===== config.mk =====
export PLATFORM = sky130hd
export DESIGN_NAME = canvas_writer_flat
export DESIGN_NICKNAME = d
export VERILOG_FILES = /design/src/rtl/canvas_pkg.sv /design/src/rtl/canvas_writer_if.sv /design/src/rtl/canvas_writer.sv /design/src/flat_wrapper.sv
export SDC_FILE = /design/constraint.sdc
export NUM_CORES = 1
export LEC_CHECK = 0
export BUFFER_PORTS_ARGS = -buffer_cell sky130_fd_sc_hd__buf_2
export CAP_MARGIN = 0
export CORE_ASPECT_RATIO = 1.4
export CORE_MARGIN = 2
export CORE_UTILIZATION = 32
export CTS_BUF_LIST = sky130_fd_sc_hd__clkbuf_4
export CTS_CLUSTER_SIZE = 10
export DETAILED_ROUTE_END_ITERATION = 10
export GPL_ROUTABILITY_DRIVEN = 0
export GPL_TIMING_DRIVEN = 1
export HOLD_SLACK_MARGIN = 0.03
export PLACE_DENSITY = 0.6
export RECOVER_POWER = 25
export REMOVE_ABC_BUFFERS = 1
export SETUP_SLACK_MARGIN = 0.1
export SLEW_MARGIN = 20
export SYNTH_ARGS = -nofsm -noshare
export SYNTH_HDL_FRONTEND = slang
export SYNTH_SLANG_ARGS = --single-unit

===== constraint.sdc =====
create_clock -name clk -period 9.9 [get_ports clk]
set_input_delay 1.485 -clock clk [delete_from_list [all_inputs] [get_ports clk]]
set_output_delay 1.485 -clock clk [all_outputs]
set_load 0.03 [all_outputs]

===== src/rtl/canvas_pkg.sv =====
// Shared definitions for the handwriting canvas: geometry, writer state
// encoding and the pixel address map used by both the writer and the
// display read path.
package canvas_pkg;

  localparam int CANVAS_W     = 320;
  localparam int CANVAS_H     = 240;
  localparam int CANVAS_DEPTH = 76800;
  localparam int ADDR_W       = 17;

  typedef enum logic [1:0] {
    IDLE  = 2'd0,
    DRAW  = 2'd1,
    CLEAR = 2'd2
  } state_t;

  // Linear canvas address; the 11-bit operands let signed brush offsets that
  // have already been range-checked be passed straight through.
  function automatic logic [ADDR_W-1:0] canvas_addr(input logic [10:0] x,
                                                    input logic [10:0] y);
    return ADDR_W'(x) + ADDR_W'(y) * ADDR_W'(CANVAS_W);
  endfunction

endpackage


===== src/rtl/canvas_writer_if.sv =====
// Mouse/clear command inputs and BRAM write-port outputs of the canvas
// writer, bundled as one interface. The writer uses the slave view; the
// environment that drives mouse events and owns the BRAM uses the master view.
interface canvas_writer_if;
  import canvas_pkg::*;

  logic [9:0]        mouse_x;
  logic [9:0]        mouse_y;
  logic              mouse_left;
  logic              mouse_new_event;
  logic              clear_req;
  logic              wr_en;
  logic [ADDR_W-1:0] wr_addr;
  logic              wr_data;
  logic              busy;
  logic              clear_done;

  modport master (
    output mouse_x, mouse_y, mouse_left, mouse_new_event, clear_req,
    input  wr_en, wr_addr, wr_data, busy, clear_done
  );

  modport slave (
    input  mouse_x, mouse_y, mouse_left, mouse_new_event, clear_req,
    output wr_en, wr_addr, wr_data, busy, clear_done
  );

endinterface


===== src/rtl/canvas_writer.sv =====
// Canvas frame-buffer writer: stamps a square brush around each accepted
// left-button mouse event and sweeps the whole canvas on a clear request.
// All outputs are registered; wr_addr doubles as the clear sweep counter.
module canvas_writer
  import canvas_pkg::*;
#(
  parameter int   BRUSH_R = 1,
  parameter logic INK     = 1'b1
) (
  input logic             clk,
  input logic             rst,
  canvas_writer_if.slave  bus
);

  localparam logic signed [10:0] BR_S = 11'(BRUSH_R);
  localparam logic signed [10:0] CW_S = 11'(CANVAS_W);
  localparam logic signed [10:0] CH_S = 11'(CANVAS_H);
  localparam logic [ADDR_W-1:0]  LAST_ADDR = ADDR_W'(CANVAS_DEPTH - 1);

  state_t            state_r;
  logic              wr_en_r;
  logic [ADDR_W-1:0] wr_addr_r;
  logic              wr_data_r;
  logic              busy_r;
  logic              clear_done_r;
  logic              clear_pending_r;
  logic [8:0]        cx_r;
  logic [8:0]        cy_r;
  logic signed [10:0] dx_r;
  logic signed [10:0] dy_r;

  logic [8:0]         ev_x_s;
  logic [8:0]         ev_y_s;
  logic               ev_ok_s;
  logic [8:0]         base_x_s;
  logic [8:0]         base_y_s;
  logic signed [10:0] off_dx_s;
  logic signed [10:0] off_dy_s;
  logic signed [10:0] px_s;
  logic signed [10:0] py_s;
  logic               in_bounds_s;
  logic               stamp_done_s;
  logic [ADDR_W-1:0]  stamp_addr_s;

  // Screen-to-canvas mapping of the incoming event and its acceptance test.
  always_comb begin
    ev_x_s  = 9'(bus.mouse_x >> 1);
    ev_y_s  = 9'(bus.mouse_y >> 1);
    ev_ok_s = bus.mouse_new_event && bus.mouse_left &&
              (bus.mouse_x < 10'd640) && (bus.mouse_y < 10'd480);
  end

  // Brush offset to emit on the coming edge: the first offset comes from the
  // live event in IDLE, later ones step dx fastest, then dy.
  always_comb begin
    base_x_s = cx_r;
    base_y_s = cy_r;
    off_dx_s = dx_r;
    off_dy_s = dy_r;
    case (state_r)
      IDLE: begin
        base_x_s = ev_x_s;
        base_y_s = ev_y_s;
        off_dx_s = -BR_S;
        off_dy_s = -BR_S;
      end
      DRAW: begin
        if (dx_r == BR_S) begin
          off_dx_s = -BR_S;
          off_dy_s = dy_r + 11'sd1;
        end else begin
          off_dx_s = dx_r + 11'sd1;
          off_dy_s = dy_r;
        end
      end
      default: begin
        off_dx_s = dx_r;
        off_dy_s = dy_r;
      end
    endcase
    px_s         = $signed({2'b00, base_x_s}) + off_dx_s;
    py_s         = $signed({2'b00, base_y_s}) + off_dy_s;
    in_bounds_s  = (px_s >= 11'sd0) && (px_s < CW_S) &&
                   (py_s >= 11'sd0) && (py_s < CH_S);
    stamp_addr_s = canvas_addr(px_s, py_s);
    stamp_done_s = (dx_r == BR_S) && (dy_r == BR_S);
  end

  // Writer FSM with registered write-port, busy and clear_done outputs.
  always_ff @(posedge clk) begin
    if (rst) begin
      state_r         <= IDLE;
      wr_en_r         <= 1'b0;
      wr_addr_r       <= '0;
      wr_data_r       <= 1'b0;
      busy_r          <= 1'b0;
      clear_done_r    <= 1'b0;
      clear_pending_r <= 1'b0;
      cx_r            <= 9'd0;
      cy_r            <= 9'd0;
      dx_r            <= 11'sd0;
      dy_r            <= 11'sd0;
    end else begin
      clear_done_r <= 1'b0;
      case (state_r)
        IDLE: begin
          if (bus.clear_req || clear_pending_r) begin
            state_r         <= CLEAR;
            clear_pending_r <= 1'b0;
            wr_en_r         <= 1'b1;
            wr_addr_r       <= '0;
            wr_data_r       <= ~INK;
            busy_r          <= 1'b1;
          end else if (ev_ok_s) begin
            state_r <= DRAW;
            cx_r    <= ev_x_s;
            cy_r    <= ev_y_s;
            dx_r    <= -BR_S;
            dy_r    <= -BR_S;
            wr_en_r <= in_bounds_s;
            busy_r  <= 1'b1;
            if (in_bounds_s) begin
              wr_addr_r <= stamp_addr_s;
              wr_data_r <= INK;
            end
          end else begin
            wr_en_r <= 1'b0;
            busy_r  <= 1'b0;
          end
        end
        DRAW: begin
          if (bus.clear_req) begin
            clear_pending_r <= 1'b1;
          end
          if (stamp_done_s) begin
            state_r <= IDLE;
            wr_en_r <= 1'b0;
            busy_r  <= 1'b0;
          end else begin
            dx_r    <= off_dx_s;
            dy_r    <= off_dy_s;
            wr_en_r <= in_bounds_s;
            busy_r  <= 1'b1;
            if (in_bounds_s) begin
              wr_addr_r <= stamp_addr_s;
              wr_data_r <= INK;
            end
          end
        end
        CLEAR: begin
          if (wr_addr_r == LAST_ADDR) begin
            state_r      <= IDLE;
            wr_en_r      <= 1'b0;
            busy_r       <= 1'b0;
            clear_done_r <= 1'b1;
          end else begin
            wr_addr_r <= wr_addr_r + 17'd1;
            wr_en_r   <= 1'b1;
            busy_r    <= 1'b1;
          end
        end
        default: begin
          state_r <= IDLE;
          wr_en_r <= 1'b0;
          busy_r  <= 1'b0;
        end
      endcase
    end
  end

  assign bus.wr_en      = wr_en_r;
  assign bus.wr_addr    = wr_addr_r;
  assign bus.wr_data    = wr_data_r;
  assign bus.busy       = busy_r;
  assign bus.clear_done = clear_done_r;

endmodule


===== src/flat_wrapper.sv =====
// flat-port wrapper written by rule: the top's interface ports become plain ports
module canvas_writer_flat import canvas_pkg::*;
#(
  parameter int   BRUSH_R = 1,
  parameter logic INK     = 1'b1
)
  (clk, rst, bus_mouse_x, bus_mouse_y, bus_mouse_left, bus_mouse_new_event, bus_clear_req, bus_wr_en, bus_wr_addr, bus_wr_data, bus_busy, bus_clear_done);
  canvas_writer_if bus_i ();
  input logic clk;
  input logic rst;
  input wire logic [$bits(bus_i.mouse_x)-1:0] bus_mouse_x;
  input wire logic [$bits(bus_i.mouse_y)-1:0] bus_mouse_y;
  input wire logic [$bits(bus_i.mouse_left)-1:0] bus_mouse_left;
  input wire logic [$bits(bus_i.mouse_new_event)-1:0] bus_mouse_new_event;
  input wire logic [$bits(bus_i.clear_req)-1:0] bus_clear_req;
  output wire logic [$bits(bus_i.wr_en)-1:0] bus_wr_en;
  output wire logic [$bits(bus_i.wr_addr)-1:0] bus_wr_addr;
  output wire logic [$bits(bus_i.wr_data)-1:0] bus_wr_data;
  output wire logic [$bits(bus_i.busy)-1:0] bus_busy;
  output wire logic [$bits(bus_i.clear_done)-1:0] bus_clear_done;
  assign bus_i.mouse_x = bus_mouse_x;
  assign bus_i.mouse_y = bus_mouse_y;
  assign bus_i.mouse_left = bus_mouse_left;
  assign bus_i.mouse_new_event = bus_mouse_new_event;
  assign bus_i.clear_req = bus_clear_req;
  assign bus_wr_en = bus_i.wr_en;
  assign bus_wr_addr = bus_i.wr_addr;
  assign bus_wr_data = bus_i.wr_data;
  assign bus_busy = bus_i.busy;
  assign bus_clear_done = bus_i.clear_done;
  canvas_writer #(.BRUSH_R(BRUSH_R), .INK(INK)) u_core (.clk(clk), .rst(rst), .bus(bus_i));
endmodule

==> flow_summary_export.csv <==
group,metric,value,unit
setup_path,ff2ff_setup_slack,2.87,ns
cells_and_area,synthToLayoutAreaGrowth,8.60,%
timing,fin_hold_ws,0.460,ns
clock_network,clkLatencyLatePin,0.44,ns
clock_network,hold_buffers,0,
cells_and_area,layout.nets,810,
setup_path,start_kind,"register",
logic_synthesis,netlist_area,0.00551,mm²
timing,final-setup-viol-count,0,
clock_network,h-tree-depth,3,
clock_network,clock_sinks,64,
logic_synthesis,syn_inst,716,
clock_network,cts_buffers,9,
clock_network,cts_resized,0,
logic_synthesis,ys.flop_type,"dfxtp_1",
route,drcViolationCount,0,
timing,grt_setup_unrepaired,"no",
logic_synthesis,ys_types,70,
clock_network,clockBufferDepth,2,
timing,relSlewSlack,-12.3,%
die,die_x,115,µm
cells_and_area,layoutNonFillerInstCount,945,
route,wl_per_cell,15.5,µm
global_route,track_usage,16.3,%
worst_hold_path,holdPathEnd,"u_core.cx_r[0]",
logic_synthesis,synth_edf_count,0,
timing,skew,0.0164,ns
cells_and_area,drive_above_1_share,11.7,%
placement,placement.io_buffers,43,
placement,hpwl,10.8,mm
route,vias_per_cell,5.41,
clock_network,clockRootBuffer,"clkbuf_4",
global_route,grt_antenna_before_repair,3,
worst_hold_path,min_path_type,"register to register",
outcome,status,"finished, violations left",
logic_synthesis,synth_warnings,0,
clock_network,cts_tree,"done",
logic_synthesis,ys_async_sr_fraction,0,%
global_route,grt_pass1_wl,24.1,mm
route,drtIter0Drc,284,
route,vias,5113,
route,routed_wirelength,14.6,mm
setup_path,crit_type,"register to register",
global_route,grt_pass1_vias,4882,
setup_path,critPathArrivalTime,7.32,ns
worst_hold_path,hp-start,"u_core.cx_r[0]",
setup_path,r2r_cells,22,
timing,timing.final.crit_share,71.0,%
setup_path,endpoint_kind,"register",
die,pin_count,46,
route,ant_nets,0,
timing,tns,0,ns
pwr,worst_ir_drop_vdd,0.0000870,V
timing,hold_violations,0,
timing,tightest_slew,1.68,ns
logic_synthesis,synth_seq_cells,64,
worst_hold_path,min_path_cells,2,
run,cap_violations,1,
logic_synthesis,syn_avg_cell_area,7.70,µm²
setup_path,r2r-end,"u_core.bus.wr_addr[16]",
pwr,power_density,232,mW/mm²
timing,drv_slew,34,
clock_network,clk_pin_slew,0.13,ns
cells_and_area,multi_input_area,0.00400,mm²
setup_path,r2r_start,"u_core.state_r[1]",
die,die_h,159,µm
cells_and_area,nFillCells,1810,
timing,max_freq,142,MHz
pwr,power_leakage,2.17,nW
die,die_area,0.0183,mm²
clock_network,post-cts-setup-buffers,0,
placement,place_area,0.00585,mm²
setup_path,cp.required,10.19,ns
logic_synthesis,seq_area_frac_synth,23.2,%
global_route,grt_max_degree,65,
cells_and_area,design_area,0.00599,mm²
setup_path,path_max_fanout,33,
placement,dp_cells,928,
cells_and_area,seqCellArea,0.00128,mm²
die,core,0.0168,mm²
timing,post-route-min-period,7.03,ns
outcome,violations,"max-capacitance violations, max-slew violations",
die,placementRows,56,
die,start_util,32.8,%
route,dr.pass1.iters,4,
global_route,grt_overflow_total,0,
[synthesized netlist by cell type, drive strengths merged, types with 9 or more instances]
library cell,n,area share [%]
o22ai,10,1.1
a21o,9,1.2
dfxtp,64,23
inv,18,1.2
buf,11,1.3
and3,12,1.4
a311oi,17,2.7
a21oi,78,7.1
o21ai,34,3.1
nor3b,9,1.3
mux2,20,4.1
xnor2,30,4.9
nor2,69,4.8
clkbuf,28,1.9
nand3,28,2.7
ha,45,10
a211oi,12,1.7
nor4,10,2.0
nand2,88,6.0
nor3,21,2.0
xor2,16,2.5
[area by class of cell]
cell class	count	area share (%)
Timing Repair Buffer	48	3.74
Clock inverter	7	1.57
Sequential cell	64	21.4
Tap cell	203	4.24
Inverter	18	1.13
Multi-Input combinational cell	595	66.8
Clock buffer	9	1.13
Antenna cell	1	0.0418
[placed cells by master (no fill, tap or decap), types with 3 or more instances in the layout]
cell      Yosys  layout
nand2_1      88      88
a21oi_1      78      78
nor2_1       67      67
dfxtp_1      64      64
ha_1         45      45
o21ai_0      34      34
xnor2_1      29      29
nand3_1      26      26
buf_2         6      26
mux2_2       20      20
nor3_1       20      20
clkbuf_1     28      19
inv_1        18      18
a311oi_1     17      17
xor2_1       16      16
and3_1       12      12
a211oi_1     11      11
o22ai_1      10      10
a21o_1        9       9
clkbuf_4      0       9
nor3b_1       8       8
nor2b_1       7       7
and2_1        7       7
a31oi_1       7       7
o21a_1        6       6
nor4_1        5       5
nand4_1       5       5
or2_2         4       4
o21bai_1      4       4
fa_1          4       4
nor4_4        2       3
o31a_1        3       3
nand4b_1      3       3
mux2i_1       3       3
a22oi_1       3       3
buf_4         0       3
[worst max-delay path: stages (launching register included)]
cell and delay (ns):
dfxtp_1 0.36, inv_1 0.09, ha_1 0.14, clkbuf_1 1.21, inv_1 0.84, o211ai_1 0.43
ha_1 0.30, a21o_1 0.19, a21oi_1 0.24, xnor2_1 0.18, ha_1 0.31, ha_1 0.18
inv_1 0.06, fa_1 0.48, inv_1 0.05, ha_1 0.30, nor2b_1 0.18, o21a_1 0.20
nand3_1 0.12, or2_2 0.33, xnor3_1 0.34, xnor2_1 0.22, o32ai_1 0.10
[worst max-delay path by stage]
stage / start / endpoint / slack [ns] / cells after the start
after floorplan: u_core.state_r[0] / u_core.bus.wr_addr[16] / 4.19 / 20
after global placement: u_core.state_r[1] / u_core.bus.wr_addr[16] / 3.68 / 23
after detailed placement: u_core.state_r[1] / u_core.bus.wr_addr[16] / 3.64 / 23
after CTS: u_core.state_r[1] / u_core.bus.wr_addr[16] / 3.59 / 23
after global routing: u_core.state_r[1] / u_core.bus.wr_addr[16] / 2.30 / 22
final: u_core.state_r[1] / u_core.bus.wr_addr[16] / 2.87 / 22
[registers in the layout (all words and copies together) (netlist names), 2 cells and up]
signal and cells:
u_core.dx_r 11, u_core.cx_r 9, u_core.cy_r 9, u_core.bus.wr_addr 17, u_core.dy_r 11, u_core.state_r 2
[where the power goes]
part / leakage [nW] / internal (mW) / switching (mW) / total (mW)
Combinational: 1.57 / 0.399 / 0.496 / 0.895
Sequential: 0.518 / 0.266 / 0.0117 / 0.278
Clock: 0.0840 / 0.102 / 0.113 / 0.215
[kinds of logic after synthesis]
| group | Yosys count | share of synthesized area, % |
|---|---|---|
| flip-flops | 64 | 23.2 |
| multiplexers | 23 | 4.63 |
| XOR/XNOR | 47 | 7.85 |
| AND/OR/NAND/NOR | 275 | 25.1 |
| AO/OA/AOI/OAI | 201 | 23.1 |
| adder cells (fa/ha/maj) | 49 | 11.7 |
| buffers and inverters | 57 | 4.43 |
[metal layers]
layer,share of wire (%),vias up,GRT usage (%)
li1,-,2641,-
met1,44,2349,19.9
met2,50,94,27.6
met3,3.3,27,3.20
met4,2.7,2,6.63
met5,0.089,-,0
[metrics by stage]
step                      power, mW  worst slack [ns]  utilization [%]
after detailed placement       1.17              3.64             34.8
after CTS                      1.40              3.59             35.8
final                          1.39              2.87             35.6
after global routing           1.53              2.30             35.6
after global placement         1.17              3.68             34.8
after floorplan               0.996              4.19                -
No activity file was read; power rests on OpenSTA's default activity.
